**config.mk**
```make
export PLATFORM = sky130hd
export DESIGN_NAME = collision_scheduler_flat
export DESIGN_NICKNAME = d
export VERILOG_FILES = /design/src/rtl/collision_scheduler_if.sv /design/src/rtl/collision_scheduler.sv /design/src/flat_wrapper.sv
export SDC_FILE = /design/constraint.sdc
export NUM_CORES = 1
export LEC_CHECK = 0
export ABC_AREA = 1
export BUFFER_PORTS_ARGS = -buffer_cell sky130_fd_sc_hd__buf_4
export CORE_ASPECT_RATIO = 0.9
export CORE_MARGIN = 8
export CORE_UTILIZATION = 25
export CTS_BUF_LIST = sky130_fd_sc_hd__clkbuf_16
export DETAILED_ROUTE_END_ITERATION = 8
export HOLD_SLACK_MARGIN = 0.1
export PLACE_DENSITY = 0.37
export SLEW_MARGIN = 10
export SYNTH_ARGS = -nofsm -noshare
export SYNTH_HDL_FRONTEND = slang
export SYNTH_SLANG_ARGS = --single-unit
```
**constraint.sdc**
```tcl
create_clock -name clk -period 8.2 [get_ports clk]
set_input_delay 1.64 -clock clk [delete_from_list [all_inputs] [get_ports clk]]
set_output_delay 1.64 -clock clk [all_outputs]
set_load 0.02 [all_outputs]
```
**src/rtl/collision_scheduler_if.sv**
```systemverilog
// collision_scheduler_if: frame control, ball-table read and resolver handshake bundle.
// master = scheduler side, slave = ball table / resolver / frame logic side.
interface collision_scheduler_if #(parameter int IDX_W = 2);
   logic             start;
   logic [IDX_W-1:0] rd_a_idx, rd_b_idx;
   logic [9:0]       xa, ya, xb, yb;
   logic             res_req;
   logic [IDX_W-1:0] res_a_idx, res_b_idx;
   logic             res_ack;
   logic             busy, done;
   logic [7:0]       hit_count;
   modport master (
      input  start, xa, ya, xb, yb, res_ack,
      output rd_a_idx, rd_b_idx, res_req, res_a_idx, res_b_idx, busy, done, hit_count
   );
   modport slave (
      output start, xa, ya, xb, yb, res_ack,
      input  rd_a_idx, rd_b_idx, res_req, res_a_idx, res_b_idx, busy, done, hit_count
   );
endinterface

```
**src/rtl/collision_scheduler.sv**
```systemverilog
// collision_scheduler: per-frame pair walker feeding one collision resolver over req/ack.
// Define COLLISION_COOLDOWN_EN to keep a per-pair contact mask so each contact is resolved once.
module collision_scheduler #(
   parameter int N_BALLS = 4,
   parameter int IDX_W   = 2,
   parameter int BALL_D  = 24
) (
   input logic                   clk,
   input logic                   rst,
   collision_scheduler_if.master bus
);
   if (N_BALLS < 2) begin : g_bad_n
      $error("collision_scheduler needs N_BALLS >= 2");
   end
   localparam logic [21:0] LIM = 22'(BALL_D * BALL_D);
   typedef enum logic [2:0] {IDLE, LOAD, TEST, REQ, NEXT, DONE} state_t;
   state_t            state, state_n;
   logic [IDX_W-1:0]  a, b;
   logic [9:0]        xa_r, ya_r, xb_r, yb_r;
   logic signed [10:0] dx, dy;
   logic signed [20:0] dxe, dye;
   logic [20:0]       dx2, dy2;
   logic [21:0]       dsq;
   logic              ov, hit, last, res_req, busy, done;
   logic [7:0]        hit_count;
   assign dx   = $signed({1'b0, xb_r}) - $signed({1'b0, xa_r});
   assign dy   = $signed({1'b0, yb_r}) - $signed({1'b0, ya_r});
   assign dxe  = 21'(dx);
   assign dye  = 21'(dy);
   assign dx2  = dxe * dxe;
   assign dy2  = dye * dye;
   assign dsq  = {1'b0, dx2} + {1'b0, dy2};
   assign ov   = dsq <= LIM;
   assign last = a == IDX_W'(N_BALLS - 2) && b == IDX_W'(N_BALLS - 1);
`ifdef COLLISION_COOLDOWN_EN
   localparam int NP = N_BALLS * (N_BALLS - 1) / 2;
   localparam int PW = NP > 1 ? $clog2(NP) : 1;
   logic [PW-1:0] p;
   logic [NP-1:0] mask;
   assign hit = ov && !mask[p];
   // A pair stays masked from its first resolved contact until a frame sees it apart.
   always_ff @(posedge clk) begin
      if (rst) begin
         p    <= '0;
         mask <= '0;
      end else begin
         if (state == IDLE && bus.start) p <= '0;
         if (state == NEXT) p <= p + PW'(1);
         if (state == TEST) mask[p] <= ov;
      end
   end
`else
   assign hit = ov;
`endif
   always_ff @(posedge clk) state <= rst ? IDLE : state_n;
   always_comb begin
      state_n = state;
      case (state)
         IDLE:    state_n = bus.start ? LOAD : IDLE;
         LOAD:    state_n = TEST;
         TEST:    state_n = hit ? REQ : NEXT;
         REQ:     state_n = bus.res_ack ? NEXT : REQ;
         NEXT:    state_n = last ? DONE : LOAD;
         default: state_n = IDLE;
      endcase
   end
   always_ff @(posedge clk) begin
      if (rst) begin
         a         <= '0;
         b         <= '0;
         xa_r      <= '0;
         ya_r      <= '0;
         xb_r      <= '0;
         yb_r      <= '0;
         res_req   <= 1'b0;
         busy      <= 1'b0;
         done      <= 1'b0;
         hit_count <= '0;
      end else begin
         done <= state == DONE;
         if (state == IDLE && bus.start) begin
            a         <= '0;
            b         <= IDX_W'(1);
            hit_count <= '0;
            busy      <= 1'b1;
         end
         if (state == LOAD) begin
            xa_r <= bus.xa;
            ya_r <= bus.ya;
            xb_r <= bus.xb;
            yb_r <= bus.yb;
         end
         if (state == TEST && hit) res_req <= 1'b1;
         if (state == REQ && bus.res_ack) begin
            res_req   <= 1'b0;
            hit_count <= hit_count + 8'(hit_count != 8'hff);
         end
         if (state == NEXT && !last) begin
            a <= b == IDX_W'(N_BALLS - 1) ? a + IDX_W'(1) : a;
            b <= b == IDX_W'(N_BALLS - 1) ? a + IDX_W'(2) : b + IDX_W'(1);
         end
         if (state == DONE) busy <= 1'b0;
      end
   end
   assign bus.rd_a_idx  = a;
   assign bus.rd_b_idx  = b;
   assign bus.res_a_idx = a;
   assign bus.res_b_idx = b;
   assign bus.res_req   = res_req;
   assign bus.busy      = busy;
   assign bus.done      = done;
   assign bus.hit_count = hit_count;
endmodule

```
**src/flat_wrapper.sv**
```systemverilog
// flat-port wrapper written by rule: the top's interface ports become plain ports
module collision_scheduler_flat 
#(
   parameter int N_BALLS = 4,
   parameter int IDX_W   = 2,
   parameter int BALL_D  = 24
)
  (clk, rst, bus_start, bus_xa, bus_ya, bus_xb, bus_yb, bus_res_ack, bus_rd_a_idx, bus_rd_b_idx, bus_res_req, bus_res_a_idx, bus_res_b_idx, bus_busy, bus_done, bus_hit_count);
  collision_scheduler_if #(.IDX_W(IDX_W)) bus_i ();
  input logic clk;
  input logic rst;
  input wire logic [$bits(bus_i.start)-1:0] bus_start;
  input wire logic [$bits(bus_i.xa)-1:0] bus_xa;
  input wire logic [$bits(bus_i.ya)-1:0] bus_ya;
  input wire logic [$bits(bus_i.xb)-1:0] bus_xb;
  input wire logic [$bits(bus_i.yb)-1:0] bus_yb;
  input wire logic [$bits(bus_i.res_ack)-1:0] bus_res_ack;
  output wire logic [$bits(bus_i.rd_a_idx)-1:0] bus_rd_a_idx;
  output wire logic [$bits(bus_i.rd_b_idx)-1:0] bus_rd_b_idx;
  output wire logic [$bits(bus_i.res_req)-1:0] bus_res_req;
  output wire logic [$bits(bus_i.res_a_idx)-1:0] bus_res_a_idx;
  output wire logic [$bits(bus_i.res_b_idx)-1:0] bus_res_b_idx;
  output wire logic [$bits(bus_i.busy)-1:0] bus_busy;
  output wire logic [$bits(bus_i.done)-1:0] bus_done;
  output wire logic [$bits(bus_i.hit_count)-1:0] bus_hit_count;
  assign bus_i.start = bus_start;
  assign bus_i.xa = bus_xa;
  assign bus_i.ya = bus_ya;
  assign bus_i.xb = bus_xb;
  assign bus_i.yb = bus_yb;
  assign bus_i.res_ack = bus_res_ack;
  assign bus_rd_a_idx = bus_i.rd_a_idx;
  assign bus_rd_b_idx = bus_i.rd_b_idx;
  assign bus_res_req = bus_i.res_req;
  assign bus_res_a_idx = bus_i.res_a_idx;
  assign bus_res_b_idx = bus_i.res_b_idx;
  assign bus_busy = bus_i.busy;
  assign bus_done = bus_i.done;
  assign bus_hit_count = bus_i.hit_count;
  collision_scheduler #(.N_BALLS(N_BALLS), .IDX_W(IDX_W), .BALL_D(BALL_D)) u_core (.clk(clk), .rst(rst), .bus(bus_i));
endmodule
```
* Word-level counts from Yosys, hierarchy flattened
Cells that the tools add are included.
Operators by class: add/subtract/negate cells 7, multiply operators 2, $lt $le $gt $ge 1, equality and inequality tests 9, mux-type cells 13, reduce and logical (&&, ||, !) cells 12
Operators by type and width (count):
- multiplier 11 x 11 -> 21 bit | 2
- adder 21 x 21 -> 22 bit | 1
- <= comparator 22 x 10 -> 1 bit, second input constant | 1
- subtractor 10 x 10 -> 11 bit | 2
- two-way mux 8 bit | 2
- one-hot mux 3 bit (5 select lines) | 1
- two-way mux 2 bit | 6
- two-way mux 3 bit | 3
- adder 8 x 1 -> 8 bit | 1
- inequality test 8 bit, second input constant | 1
- == test 3 x 2 -> 1 bit, second input constant | 2
- == test 3 bit, second input constant | 2
- logical AND 1 bit | 5
- adder 2 x 1 -> 2 bit, second input constant | 2
- == test 2 bit, second input constant | 2
- nonzero test 2 bit | 2
- OR reduction 2 bit | 2
- == test 3 x 1 -> 1 bit, second input constant | 1
- logical NOT 3 bit | 1
- adder 2 bit, second input constant | 1
- inequality test 2 bit, second input constant | 1
- AND reduction 2 bit | 1
- logical NOT 1 bit | 1
- two-way mux 1 bit | 1
Storage, ports and cells: register bits 58, bits of input ports 44, output and inout bits 19, word-level logic and storage cells 55

* Depth between registers and ports, before layout
depth after elaboration 6, gate-level depth with buffers 49

* Worst setup path after synthesis
OpenSTA, ideal clock, no wires.
path kind register to register, start point register u_core.yb_r[0], end point register u_core.state[2], setup time 132 ps, arrival time 7087 ps, required time 8068 ps, path slack 981 ps, stages on the path, launching flop included 46, buffers on the path 1, clock period less this slack 7219 ps, cells stage by stage dfxtp_1 > inv_1 > ha_1 > fa_1 > nor4_4 > nor2_1 > nand2_1 > nand2_1 > buf_2 > inv_1 > nand2_1 > fa_1 > inv_1 > fa_1 > inv_1 > fa_1 > inv_1 > fa_1 > [10 not listed] > nand2_1 > nand3_1 > nand2_1 > inv_1 > ha_1 > nand2_1 > inv_1 > nand2_1 > nor2_1 > nand4_1 > nand3_1 > nand2_1 > nand2_1 > nand3_1 > nor2_2 > nand2_1 > nand2_1 > a21oi_1
On the way: longest elaborated chain between the ends 6
Ends and longest elaborated chain:
- from (decl) | line collision_scheduler.sv:19 | logic [9:0] xa_r, ya_r, xb_r, yb_r;
- from (signal assigned) | line collision_scheduler.sv:91 | yb_r <= bus.yb;
- subtractor 10 x 10 -> 11 bit | line collision_scheduler.sv:27 | assign dy = $signed({1'b0, yb_r}) - $signed({1'b0, ya_r});
- multiplier 11 x 11 -> 21 bit | line collision_scheduler.sv:31 | assign dy2 = dye * dye;
- adder 21 x 21 -> 22 bit | line collision_scheduler.sv:32 | assign dsq = {1'b0, dx2} + {1'b0, dy2};
- <= comparator 22 x 10 -> 1 bit | line collision_scheduler.sv:33 | assign ov = dsq <= LIM;
- two-way mux 3 bit | line collision_scheduler.sv:61 | TEST: state_n = hit ? REQ : NEXT;
- one-hot mux 3 bit (5 select lines) | line collision_scheduler.sv:58 | case (state)
- to (signal assigned) | line collision_scheduler.sv:55 | always_ff @(posedge clk) state <= rst ? IDLE : state_n;
- to (decl) | line collision_scheduler.sv:17 | state_t state, state_n;
No other way between the ends. A chain may end at the register's enable or synchronous reset.

* Worst setup path in the final report
start point register u_core.xb_r[0], end point register u_core.state[0]
On the way: longest elaborated chain between the ends 6
Ends and longest elaborated chain:
- from (decl) | line collision_scheduler.sv:19
- from (signal assigned) | line collision_scheduler.sv:90 | xb_r <= bus.xb;
- subtractor 10 x 10 -> 11 bit | line collision_scheduler.sv:26 | assign dx = $signed({1'b0, xb_r}) - $signed({1'b0, xa_r});
- multiplier 11 x 11 -> 21 bit | line collision_scheduler.sv:30 | assign dx2 = dxe * dxe;
- adder 21 x 21 -> 22 bit | line collision_scheduler.sv:32
- <= comparator 22 x 10 -> 1 bit | line collision_scheduler.sv:33
- two-way mux 3 bit | line collision_scheduler.sv:61
- one-hot mux 3 bit (5 select lines) | line collision_scheduler.sv:58
No other way between the ends.

==> results_tabular.tex <==
\begin{tabular}{lr}
\hline
Metric & Value \\
\hline
\multicolumn{2}{l}{\textbf{Timing}} \\
Post-Route Skew & 0.00899 ns \\
Period minus WS final & 7.74 ns \\
Count of endpoints failing setup in the final report & 0 \\
Worst Hold Slack & 0.459 ns \\
Max Freq & 129 MHz \\
Final hold vios & 0 \\
Worst Max-Slew Pin Slew & 0.703 ns \\
Pins Over Slew Limit & 0 \\
Fraction of the cycle the final worst path needs & 94.4\% \\
Max-Slew Margin vs Limit & 52.9\% \\
\multicolumn{2}{l}{\textbf{Routing}} \\
Count of nets left with antenna violations after detail routing & 0 \\
Vias/cell & 4.13 \\
Average routed wire per standard cell & 13.7 um \\
Detailed-route via count & 10,134 \\
TritonRoute pass-1 iters & 5 \\
Detailed Route Iter0 Violations & 322 \\
DRC viols & 0 \\
Detailed-route wire length & 33.7 mm \\
\multicolumn{2}{l}{\textbf{Setup path}} \\
Cell seen most often among critical-path stages & nand2\_1 \\
Worst path arrival time & 8.01 ns \\
CP Capture Type & register \\
Launching point of the worst reg2reg path & u\_core.xb\_r[0] \\
Master of the slowest instance on the critical path & fa\_1 \\
Max FO, Critical Path & 5 \\
Crit path launch type & register \\
Endpoint of the lowest-slack register-to-register path & u\_core.state[0] \\
Slack of the worst reg-to-reg path & 0.46 ns \\
R2R depth & 41 \\
Required time at the endpoint of the critical path & 8.47 ns \\
Crit-path max cell delay & 0.55 ns \\
Type of the worst setup path & reg2reg \\
\multicolumn{2}{l}{\textbf{Die}} \\
Area enclosed by the die boundary & 58,100 um\^{}2 \\
Total core area & 50,300 um\^{}2 \\
IO Count & 63 \\
Rows & 78 \\
Chip Height & 230 um \\
Initial Util & 25.2\% \\
Chip width & 253 um \\
\multicolumn{2}{l}{\textbf{Global routing}} \\
Global routing usage summed across all routing layers & 11.7\% \\
Vias in the first global route & 10,663 \\
First-pass GRT wire length & 55.7 mm \\
Largest net degree at the start of global routing & 63 \\
Remaining global-route overflow & 0 \\
Antenna violations before repair & 0 \\
\multicolumn{2}{l}{\textbf{Placement}} \\
Placed cell areas & 14,100 um\^{}2 \\
Placed wire-length estimate after detailed placement & 29.8 mm \\
Port-buffer cells & 62 \\
Final Wtd Congestion & 0.826 \\
Number of placed instances with taps included & 2,426 \\
\multicolumn{2}{l}{\textbf{Synth}} \\
Share of synthesized area occupied by flip-flops and latches & 9.17\% \\
Library cell with the largest summed area after synthesis & fa\_1 \\
Post-synthesis instance area & 12,700 um\^{}2 \\
Top cells by area in the synthesized netlist & fa\_1 31\%, inv\_1 14\%, ha\_1 12\% \\
Nets in the synthesized netlist & 2,047 \\
Number of instances in the synthesized netlist & 1,679 \\
Number of synthesized register bits & 58 \\
Number of distinct library cells after synthesis & 55 \\
Number of enable-type register cells in the synthesized netlist & 0 \\
Most common library cells after synthesis & 462 x inv\_1, 237 x nand2\_1, 199 x fa\_1, 169 x nor2\_1, 125 x ha\_1 \\
Top cell type's share of synthesized area & 31.5\% \\
Number of warnings reported in the yosys synthesis log & 0 \\
Average size of a mapped cell & 7.54 um\^{}2 \\
Main synth FF type & dfxtp\_1 \\
Fraction of registers with async set/reset & 0\% \\
Most used standard cell by instance count after synthesis & inv\_1 \\
\multicolumn{2}{l}{\textbf{Clock tree}} \\
Clk\_lat worst skew & 0.34 ns \\
Hold buffer count at CTS & 0 \\
CTS H-tree lvls & 3 \\
Worst-case clock buffer depth & 2 \\
Clock slew at the register clock pins of the worst setup and hold paths & 0.06 ns \\
Root buffer cell & clkbuf\_16 \\
Number of CTS-inserted buffers & 9 \\
Sink Count & 58 \\
CTS tree & yes \\
\multicolumn{2}{l}{\textbf{Cells and area}} \\
Antenna cell count & 0 \\
Post-route insts no fill & 2,455 \\
Post-layout instance area & 14,800 um\^{}2 \\
Area grow syn2layout & 16.9\% \\
Final standard cell utilization of the core & 29.5\% \\
Fraction of layout instances using a drive strength above 1 & 13.7\% \\
Post-layout nets & 2,138 \\
\multicolumn{2}{l}{\textbf{Min path}} \\
Hold Crit Endpoint & u\_core.xa\_r[6] \\
Hold path startpoint & u\_core.xa\_r[6] \\
WHS Path Cells & 2 \\
Worst hold-check path type & reg2reg \\
\multicolumn{2}{l}{\textbf{Job}} \\
Reported max-cap violation count & 0 \\
\multicolumn{2}{l}{\textbf{Outcome}} \\
Run status & completed \\
\hline
\end{tabular}
## flip-flops by register name, summed over array words and instances (netlist names)
name and cells:
u_core.bus.busy 1, u_core.bus.done 1, u_core.bus.hit_count 8, u_core.bus.rd_a_idx 2, u_core.bus.rd_b_idx 2, u_core.bus.res_req 1, u_core.state 3, u_core.xa_r 10
u_core.xb_r 10, u_core.ya_r 10, u_core.yb_r 10
## how the worst max path moves through the flow
stage | start | to | slack [ns] | cells after the start
after floorplan | u_core.yb_r[0] | u_core.state[2] | 0.98 | 45
after global placement | u_core.xb_r[0] | u_core.state[2] | -0.13 | 42
after detailed placement | u_core.xb_r[0] | u_core.state[0] | -0.06 | 41
after CTS | u_core.xb_r[0] | u_core.state[1] | 0.02 | 41
after global routing | u_core.xb_r[0] | u_core.state[0] | -0.05 | 41
final | u_core.xb_r[0] | u_core.state[0] | 0.46 | 41
## critical path, delay by kind of cell, from the launching register on
family | cells | cell delay, ns
buf+inv | 6 | 0.43
xor+xnor | 1 | 0.25
fa+ha+maj | 9 | 3.79
compound gates | 8 | 1.10
simple gates | 17 | 1.77
flops | 1 | 0.30
## cells in the final DEF, fill, tap and decap left out, types with 7 or more instances in the layout
cell type	count
inv_1	462
nand2_1	234
clkbuf_16	9
xnor2_1	21
ha_4	9
dfxtp_1	58
nand4_1	11
buf_4	105
a21oi_1	85
nor3_1	14
a21oi_2	14
nand2_2	18
nor2_2	7
nor2_4	10
nor2_1	165
xor2_1	29
ha_1	114
o21ai_0	54
inv_2	15
o21ai_2	9
nand3_1	44
fa_1	195
## layer usage
metal,GRT usage [%],vias up,share of wire [%]
met4,1.42,0,0.50
met5,0,-,0
li1,-,5223,-
met1,17.3,4788,54
met2,18.2,116,43
met3,1.64,7,2.8
## timing repair
action,in CTS,in global routing
setup buffers,0,13
setup endpoints to repair,4,4
pin swaps,0,13
gates cloned,0,0
resized for setup,1,48
## cell type report
| cell class | instances | area, um^2 |
|---|---|---|
| fillers | 5513 | 35500 |
| multi-input cells | 1114 | 9850 |
| inverters | 482 | 1810 |
| flip-flops and latches | 58 | 1160 |
| well taps | 680 | 851 |
| repair buffers | 105 | 788 |
| clock buffers | 9 | 225 |
| clock inverters | 7 | 125 |
## logic make-up after synthesis
kind of cell	count (synthesis)	share of synthesized area, %
AND/OR/NAND/NOR	539	19.1
buffers and inverters	507	15.2
adder cells (fa/ha/maj)	324	43.8
AO/OA/AOI/OAI	197	8.85
flip-flops	58	9.17
XOR/XNOR	54	3.85
## stage by stage
stage | TNS [ns] | worst slack, ns
finish | 0 | 0.460
global route | -0.138 | -0.0456
CTS | 0 | 0.0171
detailed placement | -0.193 | -0.0644
global placement | -0.496 | -0.126
floorplan | 0 | 0.981
Power is left out: the tool's default activity adds up to more than one toggle a clock period on the data nets, which glitch-free logic cannot reach.
